**src/rtl/button_conditioner.sv**
```systemverilog
// Multi-channel button front end: synchroniser, tick-gated debouncer, edge pulse,
// long-press and auto-repeat pulses. Each channel is an independent lane instance.

module button_conditioner_lane #(
  parameter int SYNC_STAGES  = 2,
  parameter int PRESS_LEVEL  = 0,
  parameter int DEB_TICKS    = 4,
  parameter int EDGE_MODE    = 0,
  parameter int LONG_TICKS   = 100,
  parameter int REPEAT_TICKS = 20
) (
  input  logic iClk,
  input  logic iRsn,
  input  logic iEnClk,
  input  logic iButton,
  output logic oLevel,
  output logic oSyncButton,
  output logic oLongPress,
  output logic oRepeat
);

  localparam logic PRESS = (PRESS_LEVEL != 0);
  localparam logic IDLE  = ~PRESS;
  localparam int   MAXT  = (LONG_TICKS > REPEAT_TICKS) ? LONG_TICKS : REPEAT_TICKS;
  localparam int   DW    = $clog2(DEB_TICKS + 1);
  localparam int   HW    = $clog2(MAXT + 1);

  typedef enum logic [1:0] {S_IDLE, S_HOLD, S_REPEAT} state_t;

  logic [SYNC_STAGES-1:0] sync_q;
  logic                   s;
  logic [DW-1:0]          deb_q, deb_d;
  logic                   level_q, level_d;
  logic                   level_d1_q;
  logic                   edge_sel;
  logic                   sync_pulse_q;
  state_t                 state_q, state_d;
  logic [HW-1:0]          hold_q, hold_d;
  logic                   long_q, long_d;
  logic                   rep_q, rep_d;
  logic                   released;

  always_ff @(posedge iClk or negedge iRsn) begin
    if (!iRsn) sync_q <= {SYNC_STAGES{IDLE}};
    else       sync_q <= {sync_q[SYNC_STAGES-2:0], iButton};
  end

  assign s = sync_q[SYNC_STAGES-1];

  // A differing sample must persist for DEB_TICKS consecutive ticks; any agreeing tick restarts.
  always_comb begin
    deb_d   = deb_q;
    level_d = level_q;
    if (iEnClk) begin
      if (s == level_q) begin
        deb_d = '0;
      end else if (deb_q == DW'(DEB_TICKS - 1)) begin
        level_d = s;
        deb_d   = '0;
      end else begin
        deb_d = deb_q + 1'b1;
      end
    end
  end

  always_comb begin
    case (EDGE_MODE)
      0:       edge_sel = level_d1_q & ~level_q;
      1:       edge_sel = ~level_d1_q & level_q;
      default: edge_sel = level_d1_q ^ level_q;
    endcase
  end

  // Release is taken from the next-state level so it beats a threshold on the same edge.
  assign released = (level_d != PRESS);

  always_comb begin
    state_d = state_q;
    hold_d  = hold_q;
    long_d  = 1'b0;
    rep_d   = 1'b0;
    if (released) begin
      state_d = S_IDLE;
      hold_d  = '0;
    end else begin
      case (state_q)
        S_IDLE: begin
          if (level_q == PRESS) begin
            state_d = S_HOLD;
            hold_d  = '0;
          end
        end
        S_HOLD: begin
          if (iEnClk) begin
            if (hold_q == HW'(LONG_TICKS - 1)) begin
              long_d  = 1'b1;
              hold_d  = '0;
              state_d = S_REPEAT;
            end else begin
              hold_d = hold_q + 1'b1;
            end
          end
        end
        S_REPEAT: begin
          if ((REPEAT_TICKS != 0) && iEnClk) begin
            if (hold_q == HW'(REPEAT_TICKS - 1)) begin
              rep_d  = 1'b1;
              hold_d = '0;
            end else begin
              hold_d = hold_q + 1'b1;
            end
          end
        end
        default: begin
          state_d = S_IDLE;
          hold_d  = '0;
        end
      endcase
    end
  end

  always_ff @(posedge iClk or negedge iRsn) begin
    if (!iRsn) begin
      deb_q        <= '0;
      level_q      <= IDLE;
      level_d1_q   <= IDLE;
      sync_pulse_q <= 1'b0;
      state_q      <= S_IDLE;
      hold_q       <= '0;
      long_q       <= 1'b0;
      rep_q        <= 1'b0;
    end else begin
      deb_q        <= deb_d;
      level_q      <= level_d;
      level_d1_q   <= level_q;
      sync_pulse_q <= edge_sel;
      state_q      <= state_d;
      hold_q       <= hold_d;
      long_q       <= long_d;
      rep_q        <= rep_d;
    end
  end

  assign oLevel      = level_q;
  assign oSyncButton = sync_pulse_q;
  assign oLongPress  = long_q;
  assign oRepeat     = rep_q;

endmodule

module button_conditioner #(
  parameter int NUM_CH       = 4,
  parameter int SYNC_STAGES  = 2,
  parameter int PRESS_LEVEL  = 0,
  parameter int DEB_TICKS    = 4,
  parameter int EDGE_MODE    = 0,
  parameter int LONG_TICKS   = 100,
  parameter int REPEAT_TICKS = 20
) (
  input  logic              iClk,
  input  logic              iRsn,
  input  logic              iEnClk,
  input  logic [NUM_CH-1:0] iButton,
  output logic [NUM_CH-1:0] oLevel,
  output logic [NUM_CH-1:0] oSyncButton,
  output logic [NUM_CH-1:0] oLongPress,
  output logic [NUM_CH-1:0] oRepeat
);

  button_conditioner_lane #(
    .SYNC_STAGES (SYNC_STAGES),
    .PRESS_LEVEL (PRESS_LEVEL),
    .DEB_TICKS   (DEB_TICKS),
    .EDGE_MODE   (EDGE_MODE),
    .LONG_TICKS  (LONG_TICKS),
    .REPEAT_TICKS(REPEAT_TICKS)
  ) u_lane [NUM_CH-1:0] (
    .iClk       (iClk),
    .iRsn       (iRsn),
    .iEnClk     (iEnClk),
    .iButton    (iButton),
    .oLevel     (oLevel),
    .oSyncButton(oSyncButton),
    .oLongPress (oLongPress),
    .oRepeat    (oRepeat)
  );

endmodule

```
**config.mk**
```make
export PLATFORM = sky130hd
export DESIGN_NAME = button_conditioner
export DESIGN_NICKNAME = d
export VERILOG_FILES = /design/src/rtl/button_conditioner.sv
export SDC_FILE = /design/constraint.sdc
export NUM_CORES = 1
export LEC_CHECK = 0
export BUFFER_PORTS_ARGS = -buffer_cell sky130_fd_sc_hd__buf_4
export CAP_MARGIN = 20
export CORE_MARGIN = 1
export CORE_UTILIZATION = 66
export CTS_CLUSTER_SIZE = 12
export DETAILED_ROUTE_END_ITERATION = 8
export PLACE_DENSITY = 0.81
export SETUP_SLACK_MARGIN = 0.05
export SYNTH_ARGS = -nofsm -noshare
export SYNTH_HDL_FRONTEND = slang
export SYNTH_SLANG_ARGS = --single-unit
```
**constraint.sdc**
```tcl
create_clock -name iClk -period 4.7 [get_ports iClk]
set_input_delay 0.235 -clock iClk [delete_from_list [all_inputs] [get_ports iClk]]
set_output_delay 0.235 -clock iClk [all_outputs]
set_load 0.02 [all_outputs]
```
After elaboration in Yosys (flattened, before gate mapping)
Cells that the tools add are included.

Output and inout bits: 16. Word-level logic and storage cells: 208. Flip-flop bits (word level): 76.

Reductions and logical operators: 12. Add/subtract/negate cells: 8. Equal/unequal tests: 44. Bitwise operators: 8. Mux-type cells: 100.

Operators by type and width (count): $mux W7 (24); $pmux W7 S3 (4); $mux W1 (44); $mux W2 (16); $add A7 B1 Y7 const B (4); $eq A7 B5 Y1 const B (4); $eq A7 B7 Y1 const B (4); $mux W3 (8); $ne A3 B2 Y1 const B (8); $pmux W2 S3 (4); $reduce_and A4 Y1 (4); $add A3 B1 Y3 const B (4); $eq A3 B2 Y1 const B (4); $ne A3 B1 Y1 const B (4); $ne A3 B3 Y1 const B (4); $reduce_and A3 Y1 (4); $eq A2 B1 Y1 const B (4); $eq A2 B2 Y1 const B (4); $logic_not A2 Y1 (4); $ne A2 B1 Y1 const B (4); $and A1 B1 Y1 (4); $eq A1 B1 Y1 (4); $not A1 Y1 (4).

Logic depth before layout (Yosys ltp)
Gate-level depths: netlist of run 1.

Word-level depth: 6. Gate-level depth with buffers: 6. Mapped depth without buffers: 6.

Hierarchy
Synthesis of run 1 repeated with hierarchy kept, for this count alone.

Cells, all modules: 392. Area total of the unflattened synthesis: 4249.1 sq um.

Modules (own cells, without submodules): button_conditioner_lane (times used 4, cells each 98, area each 1062.3 sq um).

Worst setup path before layout of run 1
OpenSTA, ideal clock, no wires.

Path kind: register to register. Start point: reg u_lane[3].hold_q[0]. End point: reg u_lane[3].hold_q[1]. Setup time: 0.120 ns. Required time: 4.580 ns. Path buffers: 0. Period minus slack after synthesis: 1.902 ns. Arrival: 1.782 ns. Setup slack: 2.798 ns. Cell stages (with the launch flop): 6. Cells stage by stage: dfrtp_1 ha_1 or3b_4 o41a_1 o21a_1 a31o_2.

Cells in the longest elaborated chain, start to end: 5.

Ends and longest elaborated chain: start: declaration (RTL line 38) `logic [HW-1:0] hold_q, hold_d;`; start signal: assignment (RTL line 138) `hold_q <= hold_d;`; $add A7 B1 Y7, or another cell as far along (RTL line 100, 110); $mux W7, on equally long branches (RTL line 106, 95); $mux W7, on equally long branches (RTL line 105, 94); $pmux W7 S3 * (RTL line 86) `case (state_q)`; $mux W7 * (RTL line 82) `if (released) begin`.

Every way passes the cells marked *; elsewhere a longest branch is shown, timed or not. The select of a mux whose other input is x is not followed. A chain may end at the register's enable or synchronous reset.

Worst setup path in the final report of run 1
Start point: reg u_lane[0].hold_q[0]. End point: reg u_lane[0].hold_q[4].

Cells in the longest elaborated chain, start to end: 5.

Ends and longest elaborated chain (RTL line): start: declaration (38); start signal: assignment (138); $add A7 B1 Y7, or another cell as far along (100, 110); $mux W7, on equally long branches (106, 95); $mux W7, on equally long branches (105, 94); $pmux W7 S3 * (86); $mux W7 * (82).

Marks and branches as above.

==> results of run 1 <==
synthesized netlist by cell type, types with 3 or more instances:
cell type,count,area share
o32ai_1,3,0.0062
and2_1,6,0.0088
dfstp_2,16,0.099
or3b_4,3,0.0079
or2_2,3,0.0044
nor3_1,8,0.0094
o21ba_2,3,0.0071
o21ai_0,22,0.026
dfrtp_1,60,0.35
nor2b_1,9,0.013
o2bb2ai_1,4,0.0082
nor2_1,13,0.011
o221ai_1,3,0.0062
nand4b_1,6,0.012
nand3b_1,11,0.019
a31o_2,3,0.0062
o32a_1,3,0.0071
and4_1,3,0.0062
o311ai_0,10,0.021
nand3_1,9,0.011
o211ai_1,9,0.016
buf_4,18,0.032
o31a_1,4,0.0082
or3_1,8,0.012
a211oi_2,3,0.0088
a21oi_1,7,0.0082
a22o_1,4,0.0082
nand2_1,42,0.037
o2111ai_1,12,0.025
nor4_1,3,0.0044
o211ai_2,3,0.0088
and3_1,3,0.0044
nand2b_1,7,0.010
and4b_1,4,0.0094
ha_1,21,0.062
inv_1,30,0.026
o21a_1,7,0.012
clkbuf_1,6,0.0053
final cells by class:
cell class / count / share of cell area
inverter: 31 / 0.0253
sequential: 76 / 0.418
multi-input combinational: 284 / 0.448
clock buffer: 10 / 0.0299
tap: 75 / 0.0204
clock inverter: 6 / 0.0139
timing repair buffer: 26 / 0.0446
registers in the layout, summed over array words and instances (netlist names):
name and cells:
u_lane.deb_q 12, u_lane.sync_q 8, u_lane.hold_q 28, u_lane.level_d1_q 4, u_lane.oLongPress 4, u_lane.oSyncButton 4
u_lane.state_q 8, u_lane.oLevel 4, u_lane.oRepeat 4
power by group:
group / internal, mW / switching [mW] / total (mW)
clock: 0.258 / 0.245 / 0.503
combinational: 0.305 / 0.474 / 0.779
sequential: 0.803 / 0.114 / 0.917
worst max-delay path: stages (launching register included):
cell,delay (ns)
dfrtp_1,0.40
ha_1,0.28
or3b_4,0.44
o41a_4,0.40
o211ai_2,0.29
o221ai_1,0.19
kinds of logic (layout without fill, tap and decap cells):
kind of cell	Yosys count	after routing	synth area share
flip-flops	76	76	0.451
XOR/XNOR	4	4	0.00823
AO/OA/AOI/OAI	116	116	0.223
AND/OR/NAND/NOR	142	142	0.188
buffers and inverters	56	73	0.0652
adder cells (fa/ha/maj)	21	21	0.0617
multiplexers	1	1	0.00264
worst max-delay path by stage:
stage | from | to | slack (ns) | cells past startpoint
after floorplan | u_lane[3].hold_q[0] | u_lane[3].hold_q[1] | 2.80 | 5
after global placement | u_lane[0].state_q[0] | u_lane[0].hold_q[5] | 2.65 | 6
after detailed placement | iEnClk | u_lane[3].state_q[1] | 2.52 | 5
after CTS | u_lane[0].hold_q[0] | u_lane[0].hold_q[4] | 2.54 | 5
after global routing | u_lane[2].state_q[0] | u_lane[2].hold_q[5] | 2.28 | 6
final | u_lane[0].hold_q[0] | u_lane[0].hold_q[4] | 2.54 | 5
through the flow:
step           hold slack, ns  setup WS [ns]  total power, mW  utilization
2_1_floorplan         -0.0606           2.80             1.52            -
3_3_place_gp            0.343           2.65             1.66        0.719
3_5_place_dp            0.345           2.52             1.70        0.719
4_1_cts                0.0380           2.54             2.21        0.759
5_1_grt                0.0925           2.28             2.35        0.759
6_report             -0.00525           2.54             2.20        0.759
layer usage:
metal  vias to the layer above  GRT usage
met4                         0     0.0877
met5                         -          0
met3                        10     0.0758
li1                       1563          -
met2                        59      0.441
met1                      1588      0.325
==> impl_metrics.py, run 1 <==
metrics = {
    "outcome": {
        "outcome": "finished, violations left",
        "violations": "negative hold slack",
    },
    "setup_path": {
        "startpoint_type": "register",
        "crit_required_ns": 4.91,
        "r2r_slack_ns": 2.54,
        "r2r-start": "u_lane[0].hold_q[0]",
        "worstPathArrival_ns": 2.37,
        "r2r_cells": 5,
        "cp_max_fo": 6,
        "worst-setup-path-type": "register to register",
        "cp-end-kind": "register",
        "r2r-end": "u_lane[0].hold_q[4]",
    },
    "clocking": {
        "cts_root_buf": "clkbuf_8",
        "numCtsBuffers": 9,
        "clock-sinks": 76,
        "cts.htree.levels": 3,
        "cts_hold_buf": 4,
        "cts_tree": "yes",
        "clkLatencyLatePin_ns": 0.36,
        "cts_buffer_depth": 2,
        "cts_resized": 0,
        "postCtsSetupBuffers": 0,
        "clkTransAtPathRegs_ns": 0.08,
    },
    "worst_hold_path": {
        "hold_path_class": "primary input to async pin",
    },
    "finish": {
        "fillers": 417,
        "postLayoutCellArea_mm2": 0.00460,
        "nets": 456,
        "drive_above_1_share": 0.178,
        "multi_input_area_mm2": 0.00206,
        "diodes": 0,
        "regArea_mm2": 0.00192,
        "areaGrowthSynthToFinish_pct": 7.96,
        "mostFrequentLayoutCells": "dfrtp_1, nand2_1, inv_1",
        "instances_no_fill": 508,
        "layout.cells.most_common": "dfrtp_1",
    },
    "global_route": {
        "grt_overflow": 0,
        "grt_max_degree": 77,
        "grt_pass1_vias": 2954,
        "grt_pass1_wl_um": 13300,
        "antenna_found_initial": 0,
        "grtUsageTotal": 0.263,
    },
    "synth": {
        "synthArstFlopShare": 1.00,
        "netlist_instances": 416,
        "ys.flop_type": "dfrtp_1",
        "yosysWarnings": 0,
        "syn_area_mm2": 0.00426,
        "yosysUniqueCellTypes": 59,
        "synth-edff-count": 0,
        "seq_area_frac_synth": 0.451,
        "synth_seq_cells": 76,
        "avgSynthCellArea_um2": 10.2,
        "syn_nets": 444,
    },
    "detailed_routing": {
        "drc": 0,
        "ant_nets": 0,
        "m1WireLength_um": 3700,
        "vias": 3220,
        "wl_per_cell_um": 15.8,
        "wl_met3_um": 312,
        "top_layer": "met4",
        "met2_length_um": 3910,
        "drt_pass1_iterations": 4,
        "wl_um": 8030,
        "drt_iter0_drc": 166,
        "avgViaCountPerCell": 6.34,
    },
    "sta": {
        "finalSetupViolations": 0,
        "finalSetupTns_ns": 0,
        "whs_ns": -0.00525,
        "worstMarginPinSlew_ns": 0.941,
        "fmax_mhz": 463,
        "maxSlewViolCount": 0,
        "skew_ns": 0.00627,
        "hold_violations": 4,
        "period_needed_ns": 2.16,
        "rsz0062_at_grt": "false",
        "finalCritPeriodShare": 0.459,
        "worst_slew_margin_rel": 0.371,
    },
    "floorplanning": {
        "die_x_um": 82.3,
        "initial_core_util": 0.703,
        "core_mm2": 0.00606,
        "io_pins": 23,
        "die_area_mm2": 0.00678,
        "num_rows": 28,
        "dieHeight_um": 82.3,
    },
    "pwr": {
        "p_leak_nw": 1.91,
        "p_per_area_mw_per_mm2": 478,
        "ir_drop_uv": 493,
    },
    "placed_design": {
        "gp_congestion": 0.847,
        "dpl-instance-area_mm2": 0.00436,
        "dp_cells": 488,
        "io_buffers": 22,
        "dp_hpwl_um": 5450,
    },
    "run": {
        "drv_cap": 0,
    },
}
No activity file was read; power rests on OpenSTA's default activity.
==> inputs of run 2 (changes only) <==
- CORE_UTILIZATION: 66 -> 61
- PLACE_DENSITY: 0.81 -> 0.76
- clock period: 4.7 -> 2.1 ns (I/O delays scaled with it)
==> impl_metrics.py, run 2 (same netlist as run 1, synthesis figures left out) <==
metrics = {
    "clocking": {
        "cts.htree.levels": 3,
        "clkLatencyLatePin_ns": 0.35,
        "cts_tree": "yes",
        "clkTransAtPathRegs_ns": 0.08,
        "numCtsBuffers": 9,
        "cts_buffer_depth": 2,
        "clock-sinks": 76,
        "cts_root_buf": "clkbuf_8",
    },
    "finish": {
        "largest_reg_flops": 28,
        "multi_input_area_mm2": 0.00210,
        "reg_top3": "u_lane.hold_q x28, u_lane.deb_q x12",
        "fillers": 518,
        "areaGrowthSynthToFinish_pct": 11.4,
        "layout.cells.most_common": "dfrtp_1",
        "regArea_mm2": 0.00192,
        "regMostFlops": "u_lane.hold_q",
        "drive_above_1_share": 0.206,
        "mostFrequentLayoutCells": "dfrtp_1, nand2_1, buf_4",
        "nets": 469,
        "diodes": 0,
        "instances_no_fill": 526,
        "fin_util": 0.702,
    },
    "detailed_routing": {
        "vias": 3272,
        "drc": 0,
        "avgViaCountPerCell": 6.22,
        "drt_iter0_drc": 158,
        "drt_pass1_iterations": 4,
        "wl_per_cell_um": 15.0,
        "ant_nets": 0,
        "wl_um": 7870,
    },
    "floorplanning": {
        "io_pins": 23,
        "core_mm2": 0.00676,
        "die_x_um": 85.6,
        "num_rows": 30,
        "dieHeight_um": 85.6,
        "die_area_mm2": 0.00732,
        "initial_core_util": 0.630,
    },
    "pwr": {
        "p_leak_nw": 1.97,
        "p_per_area_mw_per_mm2": 1050,
        "p_clk_frac": 0.219,
        "p_int_mw": 3.10,
        "ir_drop_uv": 535,
        "p_sw_mw": 1.88,
        "switching_share": 0.378,
        "seq_power_share": 0.411,
        "combinationalPowerShare": 0.370,
    },
    "global_route": {
        "grt_pass1_vias": 3198,
        "grt_max_degree": 77,
        "grtUsageTotal": 0.237,
        "grt_pass1_wl_um": 13800,
        "antenna_found_initial": 0,
        "grt_overflow": 0,
    },
    "placed_design": {
        "dp_cells": 503,
        "gp_congestion": 0.847,
        "io_buffers": 22,
        "dp_hpwl_um": 5360,
    },
    "sta": {
        "period_needed_ns": 2.02,
        "worstMarginPinSlew_ns": 0.587,
        "maxSlewViolCount": 0,
        "rsz0062_at_grt": "true",
        "fmax_mhz": 494,
        "hold_violations": 0,
        "worst_slew_margin_rel": 0.609,
        "finalSetupTns_ns": 0,
        "finalCritPeriodShare": 0.963,
        "skew_ns": 0.00953,
        "whs_ns": 0.147,
        "finalSetupViolations": 0,
    },
    "setup_path": {
        "crit_required_ns": 2.35,
        "cp_slowest_cell": "or3b_4",
        "path_cells": "ha_2 -> or3b_4 -> o41a_4 -> o211a_1 -> a31o_1",
        "cp_max_fo": 5,
        "worstPathArrival_ns": 2.27,
        "startpoint_type": "register",
        "cp-end-kind": "register",
        "critPathMaxStageDelay_ns": 0.42,
        "worst-setup-path-type": "register to register",
    },
    "run": {
        "drv_cap": 0,
    },
    "worst_hold_path": {
        "hold_path_class": "primary input to register",
    },
    "outcome": {
        "outcome": "finished clean",
    },
}
[run 2: worst paths after layout]
path                                startpoint                   to  slack (ns)  cells past startpoint
setup / recovery           u_lane[2].hold_q[1]  u_lane[2].hold_q[1]        0.08                      5
min in group asynchronous                 iRsn  u_lane[2].hold_q[3]        0.31                      3
hold reg to reg            u_lane[3].sync_q[0]  u_lane[3].sync_q[1]        0.36                      0
hold / removal                          iEnClk   u_lane[2].deb_q[1]        0.15                      3
setup reg to reg           u_lane[2].hold_q[1]  u_lane[2].hold_q[1]        0.08                      5
max in group asynchronous                 iRsn  u_lane[1].sync_q[1]        1.45                      3
[run 2: power by group through the flow]
| stage | registers [mW] | logic [mW] | clock network, mW |
|---|---|---|---|
| 6_report | 2.05 | 1.85 | 1.09 |
| 4_1_cts | 2.05 | 1.78 | 1.12 |
| 2_1_floorplan | 1.94 | 1.46 | 0 |
| 5_1_grt | 2.09 | 2.08 | 1.19 |
| 3_3_place_gp | 2.05 | 1.71 | 0 |
| 3_5_place_dp | 2.07 | 1.76 | 0 |
[run 2: critical path, delay by kind of cell (launching register included)]
family	cells	cell delay [ns]
AND/OR/NAND/NOR	1	0.42
flip-flops	1	0.39
adder cells (fa/ha/maj)	1	0.23
AO/OA/AOI/OAI	3	0.88
[run 2: cell type report]
class                           count  share of cell area
Inverter                           31              0.0245
Timing Repair Buffer               39              0.0670
Tap cell                           80              0.0211
Clock buffer                        9              0.0261
Sequential cell                    76               0.405
Clock inverter                      7              0.0142
Multi-Input combinational cell    284               0.442
[run 2: routing by layer]
layer,wire (um),global-route usage,vias up
met5,0,0,-
met4,140,0.115,0
met3,248,0.0462,13
met2,3800,0.387,62
met1,3680,0.306,1612
li1,-,-,1585
[run 2: timing repair]
| action | in CTS | in global routing |
|---|---|---|
| setup buffers | 0 | 2 |
| setup endpoints to repair | 0 | 26 |
| hold buffers | 5 | 0 |
| endpoints found under the hold margin | 64 | 0 |
| gates resized for setup | 0 | 8 |
[run 2: per-stage QoR]
step / worst slack [ns] / power, mW / cell area, um^2
after floorplan: 0.198 / 3.40 / 4260
after global placement: 0.137 / 3.76 / 4450
after detailed placement: 0.0914 / 3.83 / 4450
after CTS: 0.0820 / 4.94 / 4690
after global routing: 0.0135 / 5.36 / 4740
final: 0.0773 / 4.98 / 4740
